==> config.mk <==
export PLATFORM = sky130hd
export DESIGN_NAME = cnt_seq_monitor_flat
export DESIGN_NICKNAME = d
export VERILOG_FILES = /design/src/rtl/cnt_seq_monitor_if.sv /design/src/rtl/cnt_seq_monitor.sv /design/src/flat_wrapper.sv
export SDC_FILE = /design/constraint.sdc
export NUM_CORES = 1
export LEC_CHECK = 0
export CAP_MARGIN = 30
export CORE_MARGIN = 2
export CORE_UTILIZATION = 40
export CTS_CLUSTER_SIZE = 16
export DETAILED_ROUTE_END_ITERATION = 10
export GPL_TIMING_DRIVEN = 1
export HOLD_SLACK_MARGIN = 0.03
export PLACE_DENSITY = 0.61
export SETUP_SLACK_MARGIN = 0.05
export SLEW_MARGIN = 20
export SYNTH_ARGS = -nofsm -noshare
export SYNTH_HDL_FRONTEND = slang
export SYNTH_SLANG_ARGS = --single-unit
==> constraint.sdc <==
create_clock -name clk -period 2.9 [get_ports clk]
set_input_delay 0.58 -clock clk [delete_from_list [all_inputs] [get_ports clk]]
set_output_delay 0.58 -clock clk [all_outputs]
set_load 0.02 [all_outputs]
==> src/rtl/cnt_seq_monitor_if.sv <==
// Connection bundle between the 3-bit sequence counter stream and its monitor.
// The master side drives cnt; the slave (the monitor) returns decoded status.
interface cnt_seq_monitor_if #(
   parameter int unsigned LAP_W = 8
);
   logic [2:0]       cnt;
   logic [2:0]       pos;
   logic             locked;
   logic             err;
   logic [7:0]       err_cnt;
   logic [LAP_W-1:0] laps;

   modport master (
      output cnt,
      input  pos, locked, err, err_cnt, laps
   );

   modport slave (
      input  cnt,
      output pos, locked, err, err_cnt, laps
   );
endinterface

==> src/rtl/cnt_seq_monitor.sv <==
// Checker for the 000->011->110->001->100 counter: decodes each sample to an ordinal,
// locks after RESYNC good transitions, and counts laps and errors while locked.
module cnt_seq_monitor #(
   parameter int unsigned LAP_W  = 8,
   parameter int unsigned RESYNC = 2
) (
   input logic              clk,
   input logic              reset,
   cnt_seq_monitor_if.slave mon
);

   localparam int unsigned      RunW    = $clog2(RESYNC + 1);
   localparam logic [RunW:0]    ResyncV = (RunW + 1)'(RESYNC);
   localparam logic [RunW:0]    RunOne  = (RunW + 1)'(1);
   localparam logic [LAP_W-1:0] LapOne  = LAP_W'(1);

   typedef enum logic {StUnlocked, StLocked} state_e;

   state_e           state_q, state_d;
   logic [RunW-1:0]  run_q, run_d;
   logic [RunW:0]    run_inc;
   logic [2:0]       prev_q, prev_d;
   logic             prev_valid_q, prev_valid_d;
   logic [2:0]       pos_q, pos_d;
   logic             err_q, err_d;
   logic [7:0]       err_cnt_q, err_cnt_d;
   logic [LAP_W-1:0] laps_q, laps_d;
   logic             cnt_legal;
   logic             good;

   // Ordinal position within the legal cycle; 7 marks any code outside it.
   function automatic logic [2:0] ord_of(input logic [2:0] c);
      case (c)
         3'b000:  return 3'd0;
         3'b011:  return 3'd1;
         3'b110:  return 3'd2;
         3'b001:  return 3'd3;
         3'b100:  return 3'd4;
         default: return 3'd7;
      endcase
   endfunction

   function automatic logic [2:0] succ_of(input logic [2:0] c);
      case (c)
         3'b000:  return 3'b011;
         3'b011:  return 3'b110;
         3'b110:  return 3'b001;
         3'b001:  return 3'b100;
         default: return 3'b000;
      endcase
   endfunction

   always_ff @(posedge clk) begin
      if (reset) begin
         state_q      <= StUnlocked;
         run_q        <= '0;
         prev_q       <= '0;
         prev_valid_q <= 1'b0;
         pos_q        <= 3'd7;
         err_q        <= 1'b0;
         err_cnt_q    <= '0;
         laps_q       <= '0;
      end else begin
         state_q      <= state_d;
         run_q        <= run_d;
         prev_q       <= prev_d;
         prev_valid_q <= prev_valid_d;
         pos_q        <= pos_d;
         err_q        <= err_d;
         err_cnt_q    <= err_cnt_d;
         laps_q       <= laps_d;
      end
   end

   always_comb begin
      cnt_legal    = (ord_of(mon.cnt) != 3'd7);
      // A hold never matches succ_of(prev), so it is rejected here as well.
      good         = prev_valid_q & cnt_legal & (mon.cnt == succ_of(prev_q));
      run_inc      = {1'b0, run_q} + RunOne;
      state_d      = state_q;
      run_d        = run_q;
      prev_d       = mon.cnt;
      prev_valid_d = cnt_legal;
      pos_d        = ord_of(mon.cnt);
      err_d        = 1'b0;
      err_cnt_d    = err_cnt_q;
      laps_d       = laps_q;

      unique case (state_q)
         StUnlocked: begin
            if (good) begin
               // Locking on a 100->000 edge deliberately does not count a lap.
               if (run_inc == ResyncV) begin
                  state_d = StLocked;
                  run_d   = '0;
               end else begin
                  run_d = run_inc[RunW-1:0];
               end
            end else begin
               run_d = '0;
            end
         end
         StLocked: begin
            if (good) begin
               if (prev_q == 3'b100) begin
                  laps_d = laps_q + LapOne;
               end
            end else begin
               err_d   = 1'b1;
               state_d = StUnlocked;
               run_d   = '0;
               if (err_cnt_q != 8'hff) begin
                  err_cnt_d = err_cnt_q + 8'd1;
               end
            end
         end
         default: begin
            state_d = StUnlocked;
            run_d   = '0;
         end
      endcase
   end

   assign mon.pos     = pos_q;
   assign mon.locked  = (state_q == StLocked);
   assign mon.err     = err_q;
   assign mon.err_cnt = err_cnt_q;
   assign mon.laps    = laps_q;

endmodule

==> src/flat_wrapper.sv <==
// flat-port wrapper written by rule: the top's interface ports become plain ports
module cnt_seq_monitor_flat 
#(
   parameter int unsigned LAP_W  = 8,
   parameter int unsigned RESYNC = 2
)
  (clk, reset, mon_cnt, mon_pos, mon_locked, mon_err, mon_err_cnt, mon_laps);
  cnt_seq_monitor_if #(.LAP_W(LAP_W)) mon_i ();
  input logic clk;
  input logic reset;
  input wire logic [$bits(mon_i.cnt)-1:0] mon_cnt;
  output wire logic [$bits(mon_i.pos)-1:0] mon_pos;
  output wire logic [$bits(mon_i.locked)-1:0] mon_locked;
  output wire logic [$bits(mon_i.err)-1:0] mon_err;
  output wire logic [$bits(mon_i.err_cnt)-1:0] mon_err_cnt;
  output wire logic [$bits(mon_i.laps)-1:0] mon_laps;
  assign mon_i.cnt = mon_cnt;
  assign mon_pos = mon_i.pos;
  assign mon_locked = mon_i.locked;
  assign mon_err = mon_i.err;
  assign mon_err_cnt = mon_i.err_cnt;
  assign mon_laps = mon_i.laps;
  cnt_seq_monitor #(.LAP_W(LAP_W), .RESYNC(RESYNC)) u_core (.clk(clk), .reset(reset), .mon(mon_i));
endmodule
==> reports/metrics.yaml <==
cts-resized-gates: 0
setup_viol: 0
cts_buffers: 3
period_needed_ps: 2370
max-slew-margin-rel_pct: 68.1
netlist_area_sq_um: 1240
synth.avg_cell_area_sq_um: 9.07
outcome: "completed"
drtIter0Drc: 45
arrival_ps: 2630
critPathCaptureType: "flip-flop"
drv_cap: 0
hold_viol_final: 0
drt_wl_total_mm: 2.45
wl_per_cell_um: 12.2
seq_area_frac_synth_pct: 43.5
synth_edf_count: 0
final_nets: 175
drive_above_1_share_pct: 8.98
die_x_um: 59.7
required_ps: 3170
cts_setup_buffers: 0
final_common_cell: "dfxtp_1"
synthFlopType: "dfxtp_1"
powerDensity_nw_per_um2: 378
hold_slack_ps: 461
power_leakage_uw: 0.000589
yosysWarnings: 0
critical-path-max-stage-delay_ps: 640
slowest_stage: "clkdlybuf4s50_1"
syn-num-nets: 144
post-place-ws_ps: 166
rows: 20
gp_congestion: 0.789
finalMaxSlewViolations: 0
io_buffers: 25
cts_root_buffer: "clkbuf_4"
ir_drop_uv: 168
die_y_um: 59.7
place.detailed.hpwl_mm: 1.87
synthArstFlopShare_pct: 0
ys_ff_latch: 27
clk_pin_slew_ps: 140
grt_max_degree: 19
die_area_sq_um: 3570
grt_pass1_vias: 1008
timing.final.ws_setup_ps: 535
antenna_found_initial: 0
clockBufferDepth: 2
crit_buf_inv: 1
initial_core_util_pct: 41.4
antenna_left: 0
io-pin-count: 26
drc: 0
rsz0062_at_grt: "false"
grt_pass1_wl_mm: 4.32
cts_hold_buffers: 0
post-route-period-util_pct: 81.6
worst_pin_slew_ps: 472
clock-sinks: 27
vias: 1062
core_area_sq_um: 3000
synth.distinct_cells: 41
num_antenna_cells: 0
fin_worst_skew_ps: 3.80
crit_chain: "clkdlybuf4s50_1, nor4b_1, a41oi_1, o32ai_4, nand4_2, or4_1, a21oi_1"
drt-vias-per-instance: 5.31
timing.fmax_mhz: 423
hp-class: "flip-flop to flip-flop"
area_delta_synth_final_pct: 27.1
gr-total-overflow: 0
grt_use_total_pct: 15.8
layout_common_cells: "dfxtp_1, clkdlybuf4s50_1, nor2_1"
critPathMaxFanout: 10
h-tree-depth: 1
clkLatencyLatePin_ps: 320
worst-setup-path-type: "primary input to flip-flop"
critPathTopFamily: "simple AND/OR/NAND/NOR gates"
cts_tree: "built"
critPathLaunchType: "primary input"
final.setup.tns_ps: 0
drtPass1Iterations: 4
netlist_instances: 137
[logic make-up after synthesis]
kind of cell / share of synthesized area (%)
AO/OA/AOI/OAI: 17.4
XOR/XNOR: 3.53
adder cells (fa/ha/maj): 2.01
buffers and inverters: 4.03
flip-flops: 43.5
multiplexers: 3.42
AND/OR/NAND/NOR: 26.1
[worst paths after layout]
| path | from | slack [ps] | end | depth (start not counted) |
|---|---|---|---|---|
| min reg2reg | u_core.run_q[1] | 460 | u_core.run_q[1] | 2 |
| max reg2reg | u_core.prev_q[2] | 910 | u_core.mon.err_cnt[5] | 6 |
| max | mon_cnt[0] | 530 | u_core.mon.laps[7] | 7 |
| min | u_core.run_q[1] | 460 | u_core.run_q[1] | 2 |
[registers in the layout, indices dropped and copies added (netlist names)]
name                 flops
u_core.mon.err           1
u_core.mon.err_cnt       8
u_core.mon.laps          8
u_core.mon.locked        1
u_core.mon.pos           3
u_core.prev_q            3
u_core.prev_valid_q      1
u_core.run_q             2
[per-stage QoR]
stage	utilization [%]	instance area [sq um]	instances	power (uW)
2_1_floorplan	-	1240	137	422
3_3_place_gp	51.7	1550	196	443
3_5_place_dp	51.7	1550	196	444
4_1_cts	52.6	1580	200	605
5_1_grt	52.6	1580	200	631
6_report	52.6	1580	200	596
[metal layers]
layer | up-vias | track usage, % | routed length [um]
li1 | 549 | - | -
met1 | 486 | 19.8 | 1200
met2 | 21 | 25.3 | 1110
met3 | 6 | 3.46 | 97
met4 | 0 | 8.25 | 42
met5 | - | 0 | 0
[power by group]
part	leakage (uW)	internal (uW)	total, uW	switching (uW)
Sequential	0.000219	377	382	5.08
Combinational	0.000351	25.8	53.5	27.6
Clock	0.0000177	51.7	160	109
Total	0.000589	455	596	142
[synth_stat cells, types with 3 or more instances]
cell type / count / share of area [%]
dfxtp_1: 27 / 44
nor2_1: 17 / 5.1
nor2b_1: 9 / 4.5
nand2_1: 8 / 2.4
a21oi_1: 7 / 2.8
inv_1: 6 / 1.8
nand4_1: 5 / 2.5
nand2b_1: 4 / 2.0
nor3_1: 4 / 1.6
a31o_1: 3 / 2.1
nand3_1: 3 / 1.2
o21ai_0: 3 / 1.2
or3_1: 3 / 1.5
xor2_1: 3 / 2.1
[worst register-to-register path, stage by stage (launching register included)]
cell,delay [ps]
dfxtp_1,400
nor2b_1,160
or4_1,490
o2111a_1,190
a21oi_2,210
nand4_1,120
mux2_1,320
[area by class of cell]
class	count	area, sq um
sequential	27	541
fill	308	1420
clock buffer	3	22.5
timing repair buffer	31	295
clock inverter	1	5.00
multi-input combinational	99	652
inverter	6	22.5
tap	33	41.3
No activity file was read; power rests on OpenSTA's default activity.
